===== src/rtl/lcd_pkg.sv =====
// lcd_pkg: shared types and constants for the LCD write-cycle controller.
//   - lcd_state_t : controller phases (INIT_PWR/INIT_CMD only reachable when
//                   LCD_INIT_EN is defined)
//   - field bit positions inside the 32-bit LCD register word
//   - lcd_cmd_t   : one issued HD44780 write (backlight/power, RS, DATA)
//   - INIT_CMDS   : power-on command table (function set, display on,
//                   clear, entry mode)
package lcd_pkg;

  typedef enum logic [2:0] {
    INIT_PWR,
    INIT_CMD,
    IDLE,
    SETUP,
    PULSE,
    HOLD,
    WAIT
  } lcd_state_t;

  localparam int LCD_ON_BIT  = 31;
  localparam int LCD_CLR_BIT = 30;
  localparam int LCD_RS_BIT  = 9;

  localparam int INIT_CMD_NUM = 4;
  localparam logic [7:0] INIT_CMDS [INIT_CMD_NUM] = '{8'h38, 8'h0C, 8'h01, 8'h06};

  typedef struct packed {
    logic       on;
    logic       rs;
    logic [7:0] data;
  } lcd_cmd_t;

  // Clear display (0x01) and return home (0x02/0x03) need the long execution wait.
  function automatic logic is_long_cmd(input lcd_cmd_t cmd);
    return !cmd.rs && (cmd.data[7:2] == 6'd0) && (cmd.data[1:0] != 2'd0);
  endfunction

  function automatic int max_int(input int a, input int b);
    return (a > b) ? a : b;
  endfunction

endpackage


===== src/rtl/lcd_timer.sv =====
// lcd_timer: loadable down-counter shared by every timed phase.
//   clk_i  : system clock
//   rst_i  : synchronous reset, active-high; counter takes RST_VAL
//   load_i : load val_i this cycle (phase entry)
//   val_i  : phase length minus one
//   done_o : counter has reached zero (last cycle of the phase)
module lcd_timer #(
  parameter int             CW      = 8,
  parameter logic [CW-1:0]  RST_VAL = '0
) (
  input  logic          clk_i,
  input  logic          rst_i,
  input  logic          load_i,
  input  logic [CW-1:0] val_i,
  output logic          done_o
);

  logic [CW-1:0] cnt;

  // NOTE: sequential state is written with non-blocking assignments so every
  // flop samples pre-edge values regardless of process ordering.
  always_ff @(posedge clk_i) begin
    if (rst_i) begin
      cnt <= RST_VAL;
    end else if (load_i) begin
      cnt <= val_i;
    end else if (cnt != '0) begin
      cnt <= cnt - CW'(1);
    end
  end

  assign done_o = (cnt == '0);

endmodule


===== src/rtl/lcd_ctrl.sv =====
// lcd_ctrl: turns stores to the LCD register into timed HD44780 8-bit
// write cycles (SETUP -> EN PULSE -> HOLD -> execution WAIT), with a
// one-entry pending buffer and a sticky overflow flag.
//   clk_i      : system clock
//   rst_i      : synchronous reset, active-high
//   lcd_wr_i   : one-cycle store strobe
//   lcd_word_i : [31]=ON, [30]=CLR_OVF, [9]=RS, [7:0]=DATA
//   lcd_data_o, lcd_rs_o, lcd_rw_o (tied 0), lcd_en_o, lcd_on_o : panel pins
//   busy_o     : a cycle is in flight or a word is pending
//   ovf_o      : sticky, a store was dropped; cleared by a CLR_OVF store
// Optional feature: define LCD_INIT_EN to run the power-up wait and the
// four-command init sequence out of reset.
module lcd_ctrl
  import lcd_pkg::*;
#(
  parameter int T_SETUP_CYC = 4,
  parameter int T_PULSE_CYC = 25,
  parameter int T_HOLD_CYC  = 4,
  parameter int T_EXEC_CYC  = 2000,
  parameter int T_LONG_CYC  = 82000,
  parameter int T_PWRUP_CYC = 750000
) (
  input  logic        clk_i,
  input  logic        rst_i,
  input  logic        lcd_wr_i,
  input  logic [31:0] lcd_word_i,
  output logic [7:0]  lcd_data_o,
  output logic        lcd_rs_o,
  output logic        lcd_rw_o,
  output logic        lcd_en_o,
  output logic        lcd_on_o,
  output logic        busy_o,
  output logic        ovf_o
);

  localparam int T_MAX = max_int(max_int(max_int(T_SETUP_CYC, T_PULSE_CYC),
                                         max_int(T_HOLD_CYC, T_EXEC_CYC)),
                                 max_int(T_LONG_CYC, T_PWRUP_CYC));
  localparam int CW = $clog2(T_MAX + 1);

  localparam logic [CW-1:0] SETUP_LD = CW'(T_SETUP_CYC - 1);
  localparam logic [CW-1:0] PULSE_LD = CW'(T_PULSE_CYC - 1);
  localparam logic [CW-1:0] HOLD_LD  = CW'(T_HOLD_CYC - 1);
  localparam logic [CW-1:0] EXEC_LD  = CW'(T_EXEC_CYC - 1);
  localparam logic [CW-1:0] LONG_LD  = CW'(T_LONG_CYC - 1);

`ifdef LCD_INIT_EN
  localparam lcd_state_t    RST_STATE = INIT_PWR;
  localparam logic [CW-1:0] TMR_RST   = CW'(T_PWRUP_CYC - 1);
`else
  localparam lcd_state_t    RST_STATE = IDLE;
  localparam logic [CW-1:0] TMR_RST   = '0;
`endif

  lcd_state_t    state, state_nx;
  lcd_cmd_t      cur, issue_cmd, pend, word_cmd;
  logic          pend_valid, pend_valid_nx, pend_load;
  logic          ovf, ovf_nx;
  logic          en_q, busy_q;
  logic          issue, bypass;
  logic          accept, clr_ovf;
  logic          tmr_load, tmr_done;
  logic [CW-1:0] tmr_val;
  logic          unused_bits;

`ifdef LCD_INIT_EN
  logic [2:0] init_idx, init_idx_nx;
  logic       init_left;
  assign init_left = (init_idx != 3'(INIT_CMD_NUM));
`endif

  assign accept        = lcd_wr_i && !lcd_word_i[LCD_CLR_BIT];
  assign clr_ovf       = lcd_wr_i &&  lcd_word_i[LCD_CLR_BIT];
  assign word_cmd.on   = lcd_word_i[LCD_ON_BIT];
  assign word_cmd.rs   = lcd_word_i[LCD_RS_BIT];
  assign word_cmd.data = lcd_word_i[7:0];
  assign unused_bits   = ^{lcd_word_i[29:10], lcd_word_i[8]};

  lcd_timer #(
    .CW      (CW),
    .RST_VAL (TMR_RST)
  ) u_timer (
    .clk_i  (clk_i),
    .rst_i  (rst_i),
    .load_i (tmr_load),
    .val_i  (tmr_val),
    .done_o (tmr_done)
  );

  // NOTE: every signal gets a default before the case so no path leaves a
  // variable unassigned, which would otherwise infer a latch.
  always_comb begin
    state_nx      = state;
    pend_valid_nx = pend_valid;
    pend_load     = 1'b0;
    ovf_nx        = ovf;
    issue         = 1'b0;
    issue_cmd     = pend;
    bypass        = 1'b0;
    tmr_load      = 1'b0;
    tmr_val       = SETUP_LD;
`ifdef LCD_INIT_EN
    init_idx_nx   = init_idx;
`endif

    unique case (state)
      IDLE: begin
        if (pend_valid) begin
          issue         = 1'b1;
          pend_valid_nx = 1'b0;
        end else if (accept) begin
          issue     = 1'b1;
          issue_cmd = word_cmd;
          bypass    = 1'b1;
        end
      end
      SETUP: begin
        if (tmr_done) begin
          state_nx = PULSE;
          tmr_load = 1'b1;
          tmr_val  = PULSE_LD;
        end
      end
      PULSE: begin
        if (tmr_done) begin
          state_nx = HOLD;
          tmr_load = 1'b1;
          tmr_val  = HOLD_LD;
        end
      end
      HOLD: begin
        if (tmr_done) begin
          state_nx = WAIT;
          tmr_load = 1'b1;
          tmr_val  = is_long_cmd(cur) ? LONG_LD : EXEC_LD;
        end
      end
      WAIT: begin
        // Chain straight into the next cycle so back-to-back words never
        // see an IDLE cycle in between.
        if (tmr_done) begin
`ifdef LCD_INIT_EN
          if (init_left) state_nx = INIT_CMD;
          else
`endif
          if (pend_valid) begin
            issue         = 1'b1;
            pend_valid_nx = 1'b0;
          end else if (accept) begin
            issue     = 1'b1;
            issue_cmd = word_cmd;
            bypass    = 1'b1;
          end else begin
            state_nx = IDLE;
          end
        end
      end
`ifdef LCD_INIT_EN
      INIT_PWR: begin
        if (tmr_done) state_nx = INIT_CMD;
      end
      INIT_CMD: begin
        issue          = 1'b1;
        issue_cmd.on   = 1'b1;
        issue_cmd.rs   = 1'b0;
        issue_cmd.data = INIT_CMDS[init_idx[1:0]];
        init_idx_nx    = init_idx + 3'd1;
      end
`endif
      default: state_nx = IDLE;
    endcase

    if (issue) begin
      state_nx = SETUP;
      tmr_load = 1'b1;
      tmr_val  = SETUP_LD;
    end

    // A slot freed by an issue this same cycle is refilled without overflow.
    if (accept && !bypass) begin
      if (pend_valid_nx) begin
        ovf_nx = 1'b1;
      end else begin
        pend_valid_nx = 1'b1;
        pend_load     = 1'b1;
      end
    end

    if (clr_ovf) ovf_nx = 1'b0;
  end

  always_ff @(posedge clk_i) begin
    if (rst_i) begin
      state      <= RST_STATE;
      pend_valid <= 1'b0;
      ovf        <= 1'b0;
      cur        <= '0;
      en_q       <= 1'b0;
      busy_q     <= 1'b0;
    end else begin
      state      <= state_nx;
      pend_valid <= pend_valid_nx;
      ovf        <= ovf_nx;
      en_q       <= (state_nx == PULSE);
      busy_q     <= (state_nx != IDLE) || pend_valid_nx;
      if (issue) cur <= issue_cmd;
    end
  end

  // NOTE: the pending payload is qualified by pend_valid, so it carries no
  // reset; only the valid bit must be cleared.
  always_ff @(posedge clk_i) begin
    if (pend_load) pend <= word_cmd;
  end

`ifdef LCD_INIT_EN
  always_ff @(posedge clk_i) begin
    if (rst_i) init_idx <= 3'd0;
    else       init_idx <= init_idx_nx;
  end
`endif

  assign lcd_data_o = cur.data;
  assign lcd_rs_o   = cur.rs;
  assign lcd_on_o   = cur.on;
  assign lcd_rw_o   = 1'b0;
  assign lcd_en_o   = en_q;
  assign busy_o     = busy_q;
  assign ovf_o      = ovf;

endmodule

===== config.mk =====
export PLATFORM = sky130hd
export DESIGN_NAME = lcd_ctrl
export DESIGN_NICKNAME = d
export VERILOG_FILES = /design/src/rtl/lcd_pkg.sv /design/src/rtl/lcd_timer.sv /design/src/rtl/lcd_ctrl.sv
export SDC_FILE = /design/constraint.sdc
export NUM_CORES = 1
export LEC_CHECK = 0
export ABC_AREA = 1
export BUFFER_PORTS_ARGS = -buffer_cell sky130_fd_sc_hd__buf_2
export CORE_ASPECT_RATIO = 1.1
export CORE_MARGIN = 3
export CORE_UTILIZATION = 49
export DETAILED_ROUTE_END_ITERATION = 10
export PLACE_DENSITY = 0.75
export SYNTH_ARGS = -nofsm -noshare
export SYNTH_HDL_FRONTEND = slang
export SYNTH_SLANG_ARGS = --single-unit

===== constraint.sdc =====
create_clock -name clk_i -period 2.2 [get_ports clk_i]
set_input_delay 0.22 -clock clk_i [delete_from_list [all_inputs] [get_ports clk_i]]
set_output_delay 0.22 -clock clk_i [all_outputs]
set_load 0.01 [all_outputs]

==> impl_metrics.py, run 1 <==
metrics = {
    "routing": {
        "num_vias": 2097,
        "dr.pass1.iters": 4,
        "vias_per_cell": 5.22,
        "postRouteAntennaNets": 0,
        "drtIter0Drc": 118,
        "drc_errors": 0,
        "finalWirelength_um": 4900,
        "drt-wirelength-per-cell_um": 12.2,
    },
    "timing": {
        "setup_viol": 0,
        "rsz0062_at_grt": "false",
        "skew_ns": 0.00926,
        "tightest_slew_ns": 0.542,
        "period_share_pct": 90.9,
        "setup-tns-final_ns": 0,
        "min_period_ns": 2.00,
        "maxSlewHeadroom_pct": 63.8,
        "hold_viol": 0,
        "max_freq_mhz": 500,
        "finalMaxSlewViolations": 0,
    },
    "synthesis": {
        "yosys.cell_types.count": 37,
        "ys_seq_area_share_pct": 42.9,
        "synth_top_area_share_pct": 30.5,
        "synth_edf_count": 10,
        "syn-cell-area_sq_um": 2430,
        "yosysWarnings": 0,
        "synth-seq-cells": 47,
        "syn_inst": 312,
        "synthTopCellsByArea": "dfxtp_1, edfxtp_1, nand2_1",
        "synth_commonest_cells": "nand2_1, nor2_1, dfxtp_1",
        "syn_avg_cell_area_sq_um": 7.78,
        "async_reset_ff_share_pct": 0,
        "syn-num-nets": 348,
        "ys.flop_type": "dfxtp_1",
        "post-synth-top-count-cell": "nand2_1",
        "synth_top_area_cell": "dfxtp_1",
    },
    "critical_path": {
        "cp_data_required_time_ns": 2.26,
        "rr_worst_depth": 10,
        "critPathMaxFanout": 10,
        "critPathKind": "flip-flop to flip-flop",
        "r2r_end": "pend[5]$_DFFE_PP_",
        "worstPathArrival_ns": 2.06,
        "end_kind": "flip-flop",
        "r2r-start": "u_timer.cnt[0]$_SDFFE_PP0P_",
        "startpoint_type": "flip-flop",
        "rrSetupSlack_ns": 0.20,
    },
    "hold_path": {
        "hp-class": "input port to flip-flop",
        "whs_path_depth": 1,
        "hold_end": "pend[7]$_DFFE_PP_",
        "hold_start": "lcd_word_i[7]",
    },
    "global_routing": {
        "grt_pass1_wl_um": 8770,
        "grt.overflow.total": 0,
        "grt_max_degree": 20,
        "antenna_found_initial": 0,
        "grt_pass1_vias": 2033,
        "grt_usage_pct": 18.9,
    },
    "cts": {
        "cts_tree": "done",
        "cts.path.max_buffers": 2,
        "cts_setup_buffers": 0,
        "postCtsResizedCells": 0,
        "clock-sinks": 47,
        "numCtsBuffers": 5,
        "cts.reportedPaths.clkPinSlew_ns": 0.09,
        "cts_root_buffer": "clkbuf_8",
        "clk_latency_ns": 0.30,
        "htreeDepth": 2,
        "cts_hold_buf": 0,
    },
    "placed_design": {
        "place.detailed.hpwl_um": 3730,
        "gp_congestion": 0.910,
        "dpl_cell_area_sq_um": 2620,
        "port-buffer-count": 26,
    },
    "layout": {
        "area_growth_pct": 12.8,
        "nets": 381,
        "design_area_sq_um": 2740,
        "diodes": 0,
        "drive_gt1_share_pct": 19.4,
    },
    "floorplan": {
        "core_area_sq_um": 4720,
        "die-height_um": 79.8,
        "die_x_um": 73.1,
        "io_pins": 49,
        "dieArea_sq_um": 5840,
        "rows": 26,
        "initial_core_util_pct": 51.5,
    },
    "outcome": {
        "run_status": "complete, no violations",
    },
    "power_and_ir_drop": {
        "peakVddDrop_mv": 0.697,
        "finalPower_uw": 3730,
        "power_density_nw_per_um2": 1360,
        "power.leakage_uw": 0.00123,
    },
    "flow_run": {
        "cap_violations": 0,
    },
}
[per-stage QoR]
stage	instances	hold slack (ns)	util, %	worst slack (ns)
2_1_floorplan	312	0.289	-	0.0324
3_3_place_gp	394	0.412	55.6	0.202
3_5_place_dp	394	0.413	55.6	0.213
4_1_cts	402	0.0905	58.0	0.188
5_1_grt	402	0.0828	58.0	0.0208
6_report	402	0.101	58.0	0.201
[metal layers]
layer	global-route usage [%]	vias up	share of wire, %
met5	0	-	0
li1	-	1093	-
met4	6.46	0	1.7
met2	32.5	45	51
met1	22.4	949	43
met3	5.04	10	4.5
[cells by family (layout without fill, tap and decap cells)]
family	count (synthesis)	count (layout)	synth area share (%)
other	1	1	0.154
AO/OA/AOI/OAI	36	36	7.94
adder cells (fa/ha/maj)	1	1	0.515
buffers and inverters	35	69	6.60
XOR/XNOR	14	14	5.05
flip-flops	47	47	42.9
AND/OR/NAND/NOR	178	178	36.9
[final cells by class]
type                       count  area (sq um)
fill                         434          1980
timing repair buffer          31           168
sequential                    47          1040
clock inverter                 3          46.3
multi-input combinational    230          1230
inverter                      30           118
tap                           56          70.1
clock buffer                   5          68.8
[how the worst max path moves through the flow]
stage,cells after the start,endpoint,from
6_report,10,pend[5]$_DFFE_PP_,u_timer.cnt[0]$_SDFFE_PP0P_
5_1_grt,11,u_timer.cnt[15]$_SDFFE_PP0P_,u_timer.cnt[0]$_SDFFE_PP0P_
4_1_cts,10,pend[5]$_DFFE_PP_,u_timer.cnt[0]$_SDFFE_PP0P_
3_5_place_dp,10,pend[3]$_DFFE_PP_,u_timer.cnt[0]$_SDFFE_PP0P_
3_3_place_gp,10,pend[0]$_DFFE_PP_,u_timer.cnt[0]$_SDFFE_PP0P_
2_1_floorplan,9,pend[0]$_DFFE_PP_,u_timer.cnt[0]$_SDFFE_PP0P_
[critical path, cell delays in order, from the launching register on]
cell	delay [ns]
dfxtp_1	0.32
inv_1	0.12
ha_1	0.26
nand2_4	0.10
nor2_8	0.18
nand4_1	0.13
nand2_2	0.17
nand2_2	0.16
nand2_1	0.09
nor2_1	0.04
buf_4	0.18
[power breakdown]
part | switching, uW | internal, uW
sequential | 129 | 1080
clock | 314 | 343
combinational | 1190 | 680
[cell usage in the layout (no fill, tap or decap), types with 2 or more instances in the layout]
| master | count |
|---|---|
| nand2_1 | 57 |
| nor2_1 | 53 |
| dfxtp_1 | 37 |
| buf_2 | 26 |
| inv_1 | 25 |
| nand3_1 | 22 |
| a21oi_1 | 16 |
| o21ai_1 | 11 |
| nor3_1 | 10 |
| xor2_1 | 10 |
| edfxtp_1 | 10 |
| nand4_1 | 9 |
| nand2_2 | 7 |
| clkbuf_8 | 5 |
| buf_4 | 5 |
| nor2_4 | 4 |
| nand2_4 | 4 |
| xnor2_1 | 4 |
| o21ai_0 | 4 |
| inv_2 | 3 |
| nand3_4 | 3 |
| inv_6 | 2 |
| nor4_1 | 2 |
| o211ai_1 | 2 |
[sequential cells by signal, indices dropped and copies added (netlist names)]
name / count
pend: 10
ovf_o: 1
state: 3
lcd_on_o: 1
pend_valid: 1
u_timer.cnt: 20
lcd_en_o: 1
busy_o: 1
lcd_rs_o: 1
lcd_data_o: 8
(Power assumes the default switching activity.)
==> run 2, diff against run 1 <==
==> constraint.sdc (replaced) <==
create_clock -name clk_i -period 2.2 [get_ports clk_i]
set_input_delay 0.11 -clock clk_i [delete_from_list [all_inputs] [get_ports clk_i]]
set_output_delay 0.11 -clock clk_i [all_outputs]
set_load 0.01 [all_outputs]
==> run 2 against run 1 <==
  * Cell count is 2.2% higher
  * Via count is 0.81% higher
  * Core utilization is 2.0 points higher
  * Critical path depth unchanged
  * Combinational power about the same
  * Register-to-register slack is essentially flat
  * Largest power group unchanged
  * Setup slack worse by 0.0097 ns
  * Non-clock buffer count up 9
  * Maximum frequency is 0.48% lower
  * Global-route usage increased by 0.81 points
  * Clock power about the same
  * First-iteration DRC count grew 4.2%
==> impl_metrics.py, run 2 (synthesis gave the netlist of run 1 again) <==
metrics = {
    "critical_path": {
        "critPathMaxFanout": 10,
        "critPathBufInv": 2,
        "slowest_stage": "dfxtp_1",
        "cp_top_family": "simple AND/OR/NAND/NOR gates",
        "startpoint_type": "flip-flop",
        "critPathKind": "flip-flop to flip-flop",
        "cp_data_required_time_ns": 2.27,
        "max_stage_delay_ns": 0.32,
        "worstPathArrival_ns": 2.08,
        "end_kind": "flip-flop",
        "cp_cell_sequence": "inv_1 -> ha_2 -> nand2_4 -> nor2_8 -> nand4_1 -> nand2_2 -> nand2_2 -> nand2_1 -> nor2_1 -> buf_4",
        "cpMostUsedCell": "nand2_2",
    },
    "placed_design": {
        "gp_congestion": 0.907,
        "place.detailed.hpwl_um": 3670,
        "dp.cells": 393,
        "dpl_cell_area_sq_um": 2620,
        "port-buffer-count": 26,
    },
    "global_routing": {
        "grt_pass1_wl_um": 9140,
        "grt_pass1_vias": 2192,
        "grt.overflow.total": 0,
        "grt_max_degree": 20,
        "antenna_found_initial": 0,
        "grt_usage_pct": 19.7,
    },
    "power_and_ir_drop": {
        "finalPower_uw": 3770,
        "peakVddDrop_mv": 0.668,
        "power.leakage_uw": 0.00127,
        "power_density_nw_per_um2": 1330,
    },
    "layout": {
        "area_growth_pct": 16.8,
        "diodes": 0,
        "nets": 390,
        "final_cells": 411,
        "drive_gt1_share_pct": 18.9,
        "final_common_cell": "nand2_1",
        "design_area_sq_um": 2830,
        "largest-register": "u_timer.cnt",
        "mostFrequentLayoutCells": "nand2_1, nor2_1, dfxtp_1",
        "largest_reg_flops": 20,
        "fill_cells": 428,
    },
    "timing": {
        "finalMaxSlewViolations": 0,
        "min_period_ns": 2.01,
        "skew_ns": 0.00446,
        "setup-tns-final_ns": 0,
        "rsz0062_at_grt": "false",
        "period_share_pct": 91.3,
        "hold_ws_ns": 0.0731,
        "hold_viol": 0,
        "tightest_slew_ns": 0.543,
        "max_freq_mhz": 498,
        "setup_viol": 0,
        "maxSlewHeadroom_pct": 63.8,
    },
    "flow_run": {
        "cap_violations": 0,
    },
    "routing": {
        "finalWirelength_um": 5160,
        "num_vias": 2114,
        "vias_per_cell": 5.14,
        "dr.pass1.iters": 4,
        "postRouteAntennaNets": 0,
        "drt-wirelength-per-cell_um": 12.5,
        "drc_errors": 0,
        "drtIter0Drc": 123,
    },
    "floorplan": {
        "dieArea_sq_um": 5840,
        "die_x_um": 73.1,
        "die-height_um": 79.8,
        "core_area_sq_um": 4720,
        "initial_core_util_pct": 51.5,
        "io_pins": 49,
        "rows": 26,
    },
    "cts": {
        "cts_setup_buffers": 0,
        "cts.path.max_buffers": 2,
        "cts.reportedPaths.clkPinSlew_ns": 0.09,
        "numCtsBuffers": 5,
        "clock-sinks": 47,
        "clk_latency_ns": 0.31,
        "htreeDepth": 2,
        "cts_root_buffer": "clkbuf_8",
        "cts_tree": "done",
    },
    "hold_path": {
        "hp-class": "input port to flip-flop",
    },
    "outcome": {
        "run_status": "complete, no violations",
    },
}
## run 2: cell types whose count changed in the layout (fill, tap and decap cells not counted), sizes merged
cell	before	now
clkinv	1	2
dlygate4sd3	0	10
buf	31	30
clkinvlp	1	0
## run 2: final timing paths
kind / startpoint / to / slack [ns] / depth (start not counted)
setup / recovery: u_timer.cnt[0]$_SDFFE_PP0P_ / pend[6]$_DFFE_PP_ / 0.19 / 10
hold / removal: rst_i / state[0]$_SDFF_PP0_ / 0.07 / 2
setup reg to reg: u_timer.cnt[0]$_SDFFE_PP0P_ / pend[6]$_DFFE_PP_ / 0.19 / 10
hold reg to reg: ovf_o$_SDFFE_PP0P_ / ovf_o$_SDFFE_PP0P_ / 0.48 / 1
## run 2: power breakdown
part / total (uW) / switching, uW / internal [uW]
clock: 658 / 314 / 345
combinational: 1900 / 1200 / 696
sequential: 1210 / 132 / 1080
## run 2: final cells by class
type | count | area, sq um | share of cell area (%)
Tap cell | 56 | 70.1 | 2.47
Clock buffer | 5 | 68.8 | 2.43
Clock inverter | 3 | 47.5 | 1.68
Sequential cell | 47 | 1040 | 36.7
Timing Repair Buffer | 40 | 260 | 9.18
Multi-Input combinational cell | 230 | 1230 | 43.4
Inverter | 30 | 118 | 4.15
## run 2: stage by stage
stage               worst slack (ns)  utilization (%)
floorplan                     0.0324                -
global placement               0.203             55.4
detailed placement             0.131             55.4
CTS                            0.102             60.0
global route                  0.0401             60.1
finish                         0.191             60.1
## run 2: worst reg2reg max path: cells and delay by family, from the launching register on
family | cells | cell delay (ns)
adder cells (fa/ha/maj) | 1 | 0.26
buffers and inverters | 2 | 0.31
flip-flops | 1 | 0.32
AND/OR/NAND/NOR | 7 | 0.88
## run 2: metal layers
layer  wire length [um]  vias to the layer above  track usage (%)
met2               2690                       40             35.9
li1                   -                     1109                -
met5                  0                        -                0
met4                 76                        0             7.01
met1               2180                      957             21.8
met3                213                        8             4.91
## run 2: what timing repair did
item                                    CTS  global route
hold endpoints to repair                 10             0
hold buffers                             10             0
gates resized for setup                   0             1
endpoints found under the setup margin    0            15
==> run 3, diff against run 2 <==
Settings changed: CORE_UTILIZATION 49 to 53, PLACE_DENSITY 0.75 to 0.77.
Clock period 2.2 ns to 2.25 ns, I/O delays scaled along.
==> run 3 against run 2 <==
  * Global-route usage rose by 0.54 points
  * Combinational power is essentially flat
  * Register-to-register slack gained 0.11 ns
  * Critical path depth up 2
  * Largest power group unchanged
  * Setup slack improved by 0.11 ns
  * Critical endpoint is now u_timer.cnt[12]$_SDFFE_PP0P_
  * First-iteration DRC count grew 15%
  * Power decreased by 3.3%
  * Clock skew rose by 0.0037 ns
  * Via count up 1.1%
  * Sequential share of layout area decreased by 0.37 points
  * Critical path type unchanged
  * Core utilization up 5.8 points
==> impl_metrics.py, run 3 (synthesis gave the netlist of run 1 again) <==
metrics = {
    "outcome": {
        "run_status": "complete, no violations",
    },
    "cts": {
        "cts_tree": "done",
        "clk_latency_ns": 0.31,
        "numCtsBuffers": 5,
        "clock-sinks": 47,
        "cts.reportedPaths.clkPinSlew_ns": 0.09,
        "cts_root_buffer": "clkbuf_8",
        "htreeDepth": 2,
        "cts.path.max_buffers": 2,
    },
    "power_and_ir_drop": {
        "finalPower_uw": 3640,
        "power.leakage_uw": 0.00129,
        "pwr-share-clk_pct": 14.9,
        "p_sw_share_pct": 44.4,
        "internal-power_uw": 2030,
        "power_density_nw_per_um2": 1270,
        "p_seq_share_pct": 32.5,
        "p_sw_uw": 1620,
        "peakVddDrop_mv": 0.673,
        "comb_power_share_pct": 52.6,
    },
    "critical_path": {
        "critPathKind": "flip-flop to flip-flop",
        "worstPathArrival_ns": 2.15,
        "critPathMaxFanout": 10,
        "cp_data_required_time_ns": 2.46,
        "startpoint_type": "flip-flop",
        "end_kind": "flip-flop",
    },
    "timing": {
        "period_share_pct": 86.6,
        "tightest_slew_ns": 0.508,
        "rsz0062_at_grt": "false",
        "maxSlewHeadroom_pct": 66.1,
        "skew_ns": 0.00813,
        "max_freq_mhz": 513,
        "hold_viol": 0,
        "finalMaxSlewViolations": 0,
        "setup-tns-final_ns": 0,
        "min_period_ns": 1.95,
        "setup_viol": 0,
        "hold_ws_ns": 0.0704,
    },
    "layout": {
        "mostFrequentLayoutCells": "nand2_1, nor2_1, dfxtp_1",
        "final_cells": 416,
        "design_area_sq_um": 2860,
        "final_common_cell": "nand2_1",
        "largest-register": "u_timer.cnt",
        "largest_reg_flops": 20,
        "drive_gt1_share_pct": 20.4,
        "diodes": 0,
        "area_growth_pct": 17.9,
        "nets": 397,
    },
    "floorplan": {
        "die-height_um": 77.0,
        "rows": 25,
        "core_area_sq_um": 4350,
        "die_x_um": 70.5,
        "io_pins": 49,
        "dieArea_sq_um": 5430,
        "initial_core_util_pct": 55.8,
    },
    "routing": {
        "num_vias": 2137,
        "finalWirelength_um": 5060,
        "postRouteAntennaNets": 0,
        "vias_per_cell": 5.14,
        "drtIter0Drc": 141,
        "drt-wirelength-per-cell_um": 12.2,
        "drc_errors": 0,
        "dr.pass1.iters": 4,
    },
    "global_routing": {
        "grt_pass1_wl_um": 8960,
        "grt.overflow.total": 0,
        "antenna_found_initial": 0,
        "grt_pass1_vias": 2125,
        "grt_usage_pct": 20.3,
        "grt_max_degree": 20,
    },
    "placed_design": {
        "place.detailed.hpwl_um": 3640,
        "dp.cells": 398,
        "port-buffer-count": 26,
        "dpl_cell_area_sq_um": 2670,
        "gp_congestion": 0.915,
    },
    "hold_path": {
        "hp-class": "input port to flip-flop",
    },
    "flow_run": {
        "cap_violations": 0,
    },
}
[run 3: final cells by class]
type                    instances  area (sq um)
multi-input cells             230          1230
flip-flops and latches         47          1040
fillers                       367          1490
well taps                      54          67.6
inverters                      30           118
repair buffers                 47           313
clock inverters                 3          26.3
clock buffers                   5          68.8
[run 3: per-layer routing]
layer / routed length (um) / vias up / track usage [%]
met5: 0 / - / 0
met4: 43 / 0 / 8.43
met3: 201 / 4 / 3.80
met2: 2580 / 36 / 36.0
met1: 2230 / 978 / 23.5
li1: - / 1119 / -
[run 3: what timing repair did]
item	in CTS	in global routing
gates resized for setup	0	1
hold buffers	10	0
setup buffers	0	0
endpoints found under the hold margin	10	0
endpoints found under the setup margin	0	10
[run 3: stage by stage]
step / util, % / worst slack [ns]
after global routing: 65.8 / 0.128
after detailed placement: 61.3 / 0.168
after global placement: 61.3 / 0.173
after floorplan: - / 0.0824
after CTS: 65.8 / 0.148
final: 65.8 / 0.301
[run 3: path summary, 6_finish.rpt]
path | depth (start not counted) | startpoint | slack, ns | end
min reg2reg | 1 | ovf_o$_SDFFE_PP0P_ | 0.48 | ovf_o$_SDFFE_PP0P_
min | 2 | rst_i | 0.07 | pend_valid$_SDFF_PP0_
max reg2reg | 12 | u_timer.cnt[0]$_SDFFE_PP0P_ | 0.30 | u_timer.cnt[12]$_SDFFE_PP0P_
max | 12 | u_timer.cnt[0]$_SDFFE_PP0P_ | 0.30 | u_timer.cnt[12]$_SDFFE_PP0P_
[run 3: worst max-delay path, stage by stage, from the launching register on]
cell and delay [ns]:
dfxtp_1 0.32, inv_1 0.07, ha_1 0.21, nand2_4 0.09, nor2_8 0.11, buf_4 0.16, nand3_4 0.14, inv_6 0.15
nand2_2 0.13, nand2_2 0.15, inv_2 0.09, nand2_2 0.15, nor2_1 0.07
[run 3: power groups by stage]
stage	registers, uW	logic (uW)	clock network (uW)
final	1180	1920	543
after global placement	1200	1860	0
after detailed placement	1200	1900	0
after CTS	1180	1920	552
after floorplan	1210	1450	0
after global routing	1210	2180	589
